[src/rtl/write_to_ddr3.sv]
// Frame-buffer writer: drains a show-ahead pixel FIFO into one of two DDR3
// frame buffers with 4-beat Avalon-MM write bursts, alternating buffers per
// frame, and tracks which buffers hold a complete frame for the reader.
module write_to_ddr3 #(
    parameter int          IMAGE_WIDTH    = 1280,
    parameter int          IMAGE_HEIGHT   = 1024,
    parameter logic [25:0] BUFFER0_OFFSET = 26'd0,
    parameter logic [25:0] BUFFER1_OFFSET = 26'h0200000
) (
    input  logic        ddr3_clk,
    input  logic        ddr3_reset_n,
    input  logic [31:0] src_fifo_data,
    input  logic [10:0] src_fifo_usedw,
    output logic        src_fifo_rd,
    input  logic        buffer0_release,
    input  logic        buffer1_release,
    output logic        ddr3_rd_buffer0_empty,
    output logic        ddr3_rd_buffer1_empty,
    output logic        frame_written,
    input  logic        ddr3_avl_ready,
    output logic        ddr3_avl_burstbegin,
    output logic [2:0]  ddr3_avl_size,
    output logic        ddr3_avl_write_req,
    output logic [25:0] ddr3_avl_addr,
    output logic [31:0] ddr3_avl_wdata
);

    // Index of the last 4-word burst in a frame.
    localparam logic [31:0] MAX_BURST = 32'(((IMAGE_WIDTH * IMAGE_HEIGHT) >> 2) - 1);

    typedef enum logic [1:0] {IDLE, BURST, DONE} state_t;

    state_t      state_q;
    logic        write_req_q;
    logic        frame_written_q;
    logic        empty0_q;
    logic        empty1_q;
    logic        write_sel_q;
    logic [25:0] addr_q;
    logic [31:0] burst_count_q;
    logic [1:0]  beat_count_q;

    logic        target_empty;

    assign target_empty = write_sel_q ? empty1_q : empty0_q;

    // Burst sequencer, buffer ownership and empty-flag bookkeeping.
    always_ff @(posedge ddr3_clk or negedge ddr3_reset_n) begin
        if (!ddr3_reset_n) begin
            state_q         <= IDLE;
            write_req_q     <= 1'b0;
            frame_written_q <= 1'b0;
            empty0_q        <= 1'b1;
            empty1_q        <= 1'b1;
            write_sel_q     <= 1'b0;
            addr_q          <= BUFFER0_OFFSET;
            burst_count_q   <= '0;
            beat_count_q    <= '0;
        end else begin
            frame_written_q <= 1'b0;
            // Releases apply first so a same-cycle DONE on that buffer wins.
            if (buffer0_release) empty0_q <= 1'b1;
            if (buffer1_release) empty1_q <= 1'b1;
            case (state_q)
                IDLE: begin
                    if (target_empty && (src_fifo_usedw >= 11'd4)) begin
                        state_q     <= BURST;
                        write_req_q <= 1'b1;
                    end
                end
                BURST: begin
                    // ready low holds every output and the beat counter.
                    if (ddr3_avl_ready) begin
                        beat_count_q <= beat_count_q + 2'd1;
                        if (beat_count_q == 2'd3) begin
                            write_req_q <= 1'b0;
                            if (burst_count_q == MAX_BURST) begin
                                state_q         <= DONE;
                                frame_written_q <= 1'b1;
                            end else begin
                                burst_count_q <= burst_count_q + 32'd1;
                                addr_q        <= addr_q + 26'd4;
                                state_q       <= IDLE;
                            end
                        end
                    end
                end
                DONE: begin
                    if (write_sel_q) empty1_q <= 1'b0;
                    else             empty0_q <= 1'b0;
                    write_sel_q   <= ~write_sel_q;
                    burst_count_q <= '0;
                    addr_q        <= write_sel_q ? BUFFER0_OFFSET : BUFFER1_OFFSET;
                    state_q       <= IDLE;
                end
                default: state_q <= IDLE;
            endcase
        end
    end

    // A beat is popped from the show-ahead FIFO in the cycle it is accepted.
    assign src_fifo_rd           = write_req_q & ddr3_avl_ready;
    assign ddr3_avl_burstbegin   = write_req_q & (beat_count_q == 2'd0);
    assign ddr3_avl_write_req    = write_req_q;
    assign ddr3_avl_size         = 3'b100;
    assign ddr3_avl_addr         = addr_q;
    assign ddr3_avl_wdata        = src_fifo_data;
    assign ddr3_rd_buffer0_empty = empty0_q;
    assign ddr3_rd_buffer1_empty = empty1_q;
    assign frame_written         = frame_written_q;

endmodule

[config.mk]
export PLATFORM = sky130hd
export DESIGN_NAME = write_to_ddr3
export DESIGN_NICKNAME = d
export VERILOG_FILES = /design/src/rtl/write_to_ddr3.sv
export SDC_FILE = /design/constraint.sdc
export NUM_CORES = 1
export LEC_CHECK = 0
export ABC_AREA = 1
export CORE_MARGIN = 2
export CORE_UTILIZATION = 50
export DETAILED_ROUTE_END_ITERATION = 6
export GPL_ROUTABILITY_DRIVEN = 0
export HOLD_SLACK_MARGIN = 0.1
export PLACE_DENSITY = 0.81
export SYNTH_ARGS = -nofsm -noshare
export SYNTH_HDL_FRONTEND = slang
export SYNTH_SLANG_ARGS = --single-unit
[constraint.sdc]
create_clock -name ddr3_clk -period 2 [get_ports ddr3_clk]
set_input_delay 0.4 -clock ddr3_clk [delete_from_list [all_inputs] [get_ports ddr3_clk]]
set_output_delay 0.4 -clock ddr3_clk [all_outputs]
set_load 0.02 [all_outputs]
==> results by group, run 1 <==
STA
  – Max Slew Vio Count: 0
  – Post-route clock period utilization: 0.9586
  – Fin. Hold Viols: 0
  – Final Critical Period: 1917 ps
  – Setup TNS: 0 ps
  – Final setup violation count: 0
  – Worst-Margin Slew: 575.3 ps
  – Fmax: 0.5216 GHz
  – Clk_skew: 9.875 ps
  – Max_slew headroom: 0.6161

GRT
  – Vias in the first global route: 4430
  – Overall routing resource usage: 0.2497
  – Largest net degree at the start of global routing: 66
  – First-pass GRT wire length: 19850 µm
  – Initial antenna violation count: 0
  – Gr ovfl total: 0

Critical path
  – Buf/Inv on CP: 1
  – CP cell instances: clkdlybuf4s50_1
  – CP Launch Type: register
  – Crit path kind: reg2out
  – Critical Path End Type: primary output
  – Slowest CP cell: clkdlybuf4s50_1
  – Arrival time worst endpoint: 1520 ps
  – Crit path from: ddr3_rd_buffer0_empty$_DFF_PN1_
  – CP required: 1600 ps
  – CP top delay family: buffers and inverters
  – CP peak stage delay: 610 ps
  – Worst R2R Start: burst_count_q[1]$_DFFE_PN0P_
  – Largest fanout on the critical path: 3

Drt
  – Highest routed layer: met4
  – Final ANT Viol Nets: 0
  – Drt wl/cell: 14.06 µm
  – Vias: 4505
  – WL final: 11740 µm
  – Routed met1 length: 4812 µm
  – Met3 Routed Length: 707 µm
  – DR WL met2: 5851 µm
  – Vias per cell: 5.395
  – Remaining DRCs: 0
  – 1st-iter DRT viols: 319
  – DRT Pass-1 Iters: 4

Power and ir drop
  – Switching Share: 0.3669
  – Clock power share: 0.274
  – Pwr dens: 711.1 mW/mm²
  – Int Pwr: 2327 µW
  – Leak pwr: 0.002433 µW
  – Peak VDD IR: 554.2 µV
  – Psw: 1348 µW
  – Combinational share of power: 0.304
  – Reg power frac: 0.422

Floorplan
  – Io pins: 115
  – Die Ht: 98.73 µm
  – Starting Density: 0.5145
  – Core area: 0.008721 mm²
  – Die area: 0.009748 mm²
  – Row Count: 34
  – Die width: 98.73 µm

Synthesis
  – Syn Std Cell Area: 0.004487 mm²
  – Ys Warns: 0
  – Post-synth EDFFs: 0
  – Yosys cell types: 31
  – Seq cells post-synth: 65
  – Top_reg_cell synth: dfrtp_1
  – Ys async rst share: 1.000
  – Post-synthesis sequential area ratio: 0.3631
  – Mapped Avg Cell Area: 6.541 µm²
  – Post-Syn Instances: 686

Placed design
  – Hpwl dp: 8051 µm
  – I/O Buffers: 43
  – Post-Place Cells: 811

Layout
  – # diodes: 0
  – Non-Filler Instances: 835
  – Fin nets: 774
  – Layout cells sized above 1: 0.1004
  – P&R area growth vs syn: 15.20%
  – Post-layout util: 0.5927

Hold path
  – Hold WC Path Type: reg2reg
  – Hold path startpoint: burst_count_q[1]$_DFFE_PN0P_

Run status
  – Run status: completed

Job
  – Max Cap Violations: 0

Clock network
  – Clk_lat worst skew: 360 ps
  – CTS tree: yes
  – Clk root buf: clkbuf_8
  – Clock buffer count from CTS: 9
  – Reg clk slew, reported paths: 80 ps
  – CTS Sinks: 65
  – CTS max path bufs: 2
  – H-tree depth: 3
==> path summary, 6_finish.rpt <==
kind | end | slack (ps) | cells past startpoint
min | burst_count_q[1]$_DFFE_PN0P_ | 510 | 2
min reg2reg | burst_count_q[1]$_DFFE_PN0P_ | 510 | 2
min in group asynchronous | burst_count_q[3]$_DFFE_PN0P_ | 590 | 3
max in group asynchronous | ddr3_rd_buffer0_empty$_DFF_PN1_ | 1080 | 3
max reg2reg | burst_count_q[24]$_DFFE_PN0P_ | 120 | 11
max | ddr3_rd_buffer0_empty | 80 | 1
==> cell usage in the layout, fill, tap and decap left out, types with 7 or more instances in the layout <==
| cell type | netlist | layout |
|---|---|---|
| buf_4 | 37 | 23 |
| clkbuf_8 | 0 | 9 |
| clkdlybuf4s50_1 | 0 | 40 |
| dfrtp_1 | 63 | 61 |
| inv_1 | 46 | 46 |
| nand2_1 | 279 | 278 |
| nand3_1 | 34 | 34 |
| nand4_1 | 31 | 31 |
| nor2_1 | 115 | 114 |
| o21ai_1 | 7 | 7 |
| or2_2 | 10 | 10 |
| xor2_1 | 20 | 20 |
==> metal layers <==
layer,track usage,up-vias
met3,0.06028,43
li1,-,2171
met5,0,-
met4,0.1233,0
met1,0.2919,2120
met2,0.4291,171
==> cell families after synthesis <==
family / Yosys count / synth area share
xor+xnor: 20 / 0.03904
buf+inv: 102 / 0.1247
other cells: 2 / 0.001674
mux: 1 / 0.002231
fa+ha+maj: 4 / 0.01115
simple gates: 480 / 0.4442
compound gates: 12 / 0.01394
flops: 65 / 0.3631
==> stage by stage <==
step           hold WS [ps]  worst slack [ps]  power [µW]  instance area (µm²)
3_5_place_dp          445.7            -70.59        2599                 4897
4_1_cts               514.3             54.25        3644                 5100
6_report              512.2             82.86        3676                 5169
2_1_floorplan         104.4             296.5        2291                 4498
3_3_place_gp          443.8            -1.961        2563                 4897
5_1_grt               537.1            -9.712        3883                 5169
==> area by class of cell <==
| cell class | instances | area, µm² |
|---|---|---|
| fillers | 794 | 3552 |
| multi-input cells | 524 | 2345 |
| flip-flops and latches | 65 | 1632 |
| repair buffers | 72 | 696.9 |
| inverters | 50 | 187.7 |
| well taps | 108 | 135.1 |
| clock buffers | 10 | 127.6 |
| clock inverters | 6 | 45.04 |
==> power by group through the flow <==
stage	clock (µW)	sequential, µW	combinational, µW
after global placement	0	1570	996
after detailed placement	0	1570	1030
final	1010	1550	1120
after global routing	1080	1570	1240
after floorplan	0	1630	662
after CTS	1030	1550	1070
==> flip-flops by register name (all words and copies together), names as in the netlist <==
register and cells:
frame_written 1, ddr3_avl_write_req 1, ddr3_rd_buffer1_empty 1, state_q 2
beat_count_q 2, ddr3_avl_addr 24, ddr3_rd_buffer0_empty 1, write_sel_q 1
burst_count_q 32
==> timing repair <==
item | 4_1_cts | 5_1_grt
pin swaps | 2 | 1
setup endpoints to repair | 47 | 43
hold buffers | 1 | 0
gates resized for setup | 3 | 7
setup buffers | 0 | 5
cloned | 2 | 0
hold endpoints to repair | 63 | 0
==> Yosys cell counts, types with 2 or more instances <==
| cell | count | area (µm²) |
|---|---|---|
| xor2_1 | 20 | 175.2 |
| nor2_1 | 115 | 431.7 |
| ha_1 | 4 | 50.05 |
| buf_6 | 4 | 45.04 |
| buf_2 | 6 | 30.03 |
| nor2_2 | 4 | 25.02 |
| clkbuf_1 | 5 | 18.77 |
| buf_4 | 37 | 277.8 |
| or2_2 | 10 | 62.56 |
| dfstp_2 | 2 | 52.55 |
| conb_1 | 2 | 7.510 |
| inv_2 | 3 | 11.26 |
| nand3_1 | 34 | 170.2 |
| nand4_1 | 31 | 193.9 |
| o21ai_1 | 7 | 35.03 |
| inv_1 | 46 | 172.7 |
| nand2_1 | 279 | 1047 |
| dfrtp_1 | 63 | 1577 |
| a21oi_1 | 2 | 10.01 |
Power figures use the tool's default switching activity.
==> inputs of run 2 (changes only) <==
--- a/config.mk
+++ b/config.mk
@@ -7,11 +7,10 @@
 export LEC_CHECK = 0
 export ABC_AREA = 1
 export CORE_MARGIN = 2
-export CORE_UTILIZATION = 50
+export CORE_UTILIZATION = 54
 export DETAILED_ROUTE_END_ITERATION = 6
-export GPL_ROUTABILITY_DRIVEN = 0
 export HOLD_SLACK_MARGIN = 0.1
-export PLACE_DENSITY = 0.81
+export PLACE_DENSITY = 0.87
 export SYNTH_ARGS = -nofsm -noshare
 export SYNTH_HDL_FRONTEND = slang
 export SYNTH_SLANG_ARGS = --single-unit
==> constraint.sdc (replaced) <==
create_clock -name ddr3_clk -period 2.3 [get_ports ddr3_clk]
set_input_delay 0.46 -clock ddr3_clk [delete_from_list [all_inputs] [get_ports ddr3_clk]]
set_output_delay 0.46 -clock ddr3_clk [all_outputs]
set_load 0.02 [all_outputs]
==> results by group, run 2 (synthesized netlist as in run 1, its figures left out) <==
Layout
  – Multi-input logic area: 0.002321 mm²
  – Fin nets: 754
  – Post-layout util: 0.6121
  – Fill cell count: 725
  – Commonest non-fill, non-tap cell in the layout: nand2_1
  – # diodes: 0
  – Most frequent cells in the layout: nand2_1 (279), nor2_1 (115), dfrtp_1 (63), inv_1 (46), clkdlybuf4s50_1 (42)
  – Max reg flops: 32
  – Layout cells sized above 1: 0.06931
  – Biggest register: burst_count_q
  – Non-Filler Instances: 812
  – Sequential cell area: 0.001629 mm²
  – P&R area growth vs syn: 10.96%

Power and ir drop
  – Leak pwr: 0.002331 µW
  – Pwr dens: 645.7 mW/mm²
  – Peak VDD IR: 335.6 µV

Hold path
  – Hold WC Path Type: in2async

STA
  – Setup TNS: 0 ps
  – Final setup violation count: 0
  – Fin. Hold Viols: 0
  – Final setup margin: 124.1 ps
  – Worst-Margin Slew: 624.3 ps
  – Final Critical Period: 2176 ps
  – WHS: 112.7 ps
  – Fmax: 0.4596 GHz
  – Clk_skew: 5.825 ps
  – Max_slew headroom: 0.5828
  – Max Slew Vio Count: 0
  – Post-route clock period utilization: 0.9460

GRT
  – First-pass GRT wire length: 18960 µm
  – Vias in the first global route: 4180
  – GRT Max-Usage Layer: met2
  – Met3 GRT Util: 0.04032
  – Initial antenna violation count: 0
  – GR Layer Usage met2: 0.4572
  – GR Util met1: 0.3290
  – Largest net degree at the start of global routing: 46
  – Gr ovfl total: 0
  – Overall routing resource usage: 0.2683

Floorplan
  – Row Count: 33
  – Die area: 0.009054 mm²
  – Die width: 95.16 µm
  – Die Ht: 95.16 µm
  – Core area: 0.008134 mm²
  – Starting Density: 0.5516
  – Io pins: 115

Critical path
  – CP required: 2590 ps
  – FF-to-FF path depth: 11
  – Crit path kind: reg2reg
  – Largest fanout on the critical path: 22
  – Crit path top cell by count: nand2_1
  – Critical Path End Type: register
  – Arrival time worst endpoint: 2470 ps
  – Crit path from: burst_count_q[0]$_DFFE_PN0P_
  – CP Launch Type: register
  – Slowest CP cell: nor2_4
  – CP peak stage delay: 500 ps
  – CP cell instances: ha_1, nand2_1, nor2_2, nand2_2, inv_2, nand2_1, nor2_2, nor2_4, nor2_4, nand2_1, nand2_1
  – Worst R2R Start: burst_count_q[0]$_DFFE_PN0P_

Drt
  – Vias: 4393
  – DRT Pass-1 Iters: 7
  – WL final: 11480 µm
  – Vias per cell: 5.410
  – Remaining DRCs: 0
  – 1st-iter DRT viols: 315
  – Drt wl/cell: 14.14 µm
  – Final ANT Viol Nets: 0

Placed design
  – I/O Buffers: 43
  – GPL Wtd Cong: 0.9345
  – Post-Place Cells: 795
  – Place WS: 130.0 ps
  – Hpwl dp: 8027 µm

Clock network
  – CTS Sinks: 65
  – Reg clk slew, reported paths: 70 ps
  – Number of post-CTS setup repair buffers: 0
  – Resized Gates After CTS: 0
  – CTS tree: yes
  – Clk_lat worst skew: 350 ps
  – Clock buffer count from CTS: 9
  – Cts hold-fix bufs: 0
  – Clk root buf: clkbuf_8
  – H-tree depth: 3
  – CTS max path bufs: 2

Job
  – Max Cap Violations: 0

Run status
  – Run status: completed
==> run 2: area by class of cell <==
cell class	count	area share
multi-input cells	523	0.4662
flip-flops and latches	65	0.3272
repair buffers	53	0.1030
inverters	50	0.03770
clock buffers	11	0.02840
well taps	105	0.02639
clock inverters	5	0.01106
==> run 2: path summary, 6_finish.rpt <==
kind | to | slack [ps]
max | burst_count_q[26]$_DFFE_PN0P_ | 120
min | burst_count_q[10]$_DFFE_PN0P_ | 110
max reg2reg | burst_count_q[26]$_DFFE_PN0P_ | 120
min reg2reg | burst_count_q[1]$_DFFE_PN0P_ | 530
max in group asynchronous | burst_count_q[27]$_DFFE_PN0P_ | 1540
min in group ddr3_clk | burst_count_q[1]$_DFFE_PN0P_ | 530
==> run 2: power by group <==
group	internal, µW	switching [µW]
combinational	315	551
sequential	1240	116
clock	527	464
==> run 2: stage by stage <==
stage / instance area (µm²) / total power [µW]
global placement: 4771 / 2176
CTS: 4967 / 3204
finish: 4979 / 3215
floorplan: 4498 / 1992
global route: 4979 / 3377
detailed placement: 4771 / 2218
==> run 2: critical path: cells and delay by family (launching register included) <==
family	cells	cell delay (ps)
and+or+nand+nor	9	1390
DFF	1	420
adders and majority gates	1	210
buffers and inverters	1	90
==> run 2: per-layer routing <==
layer,routed length (µm),vias to the layer above,share of wire
met5,0,-,0
met4,378,0,0.033
met3,552,37,0.048
met2,5748,157,0.50
met1,4803,2077,0.42
li1,-,2122,-
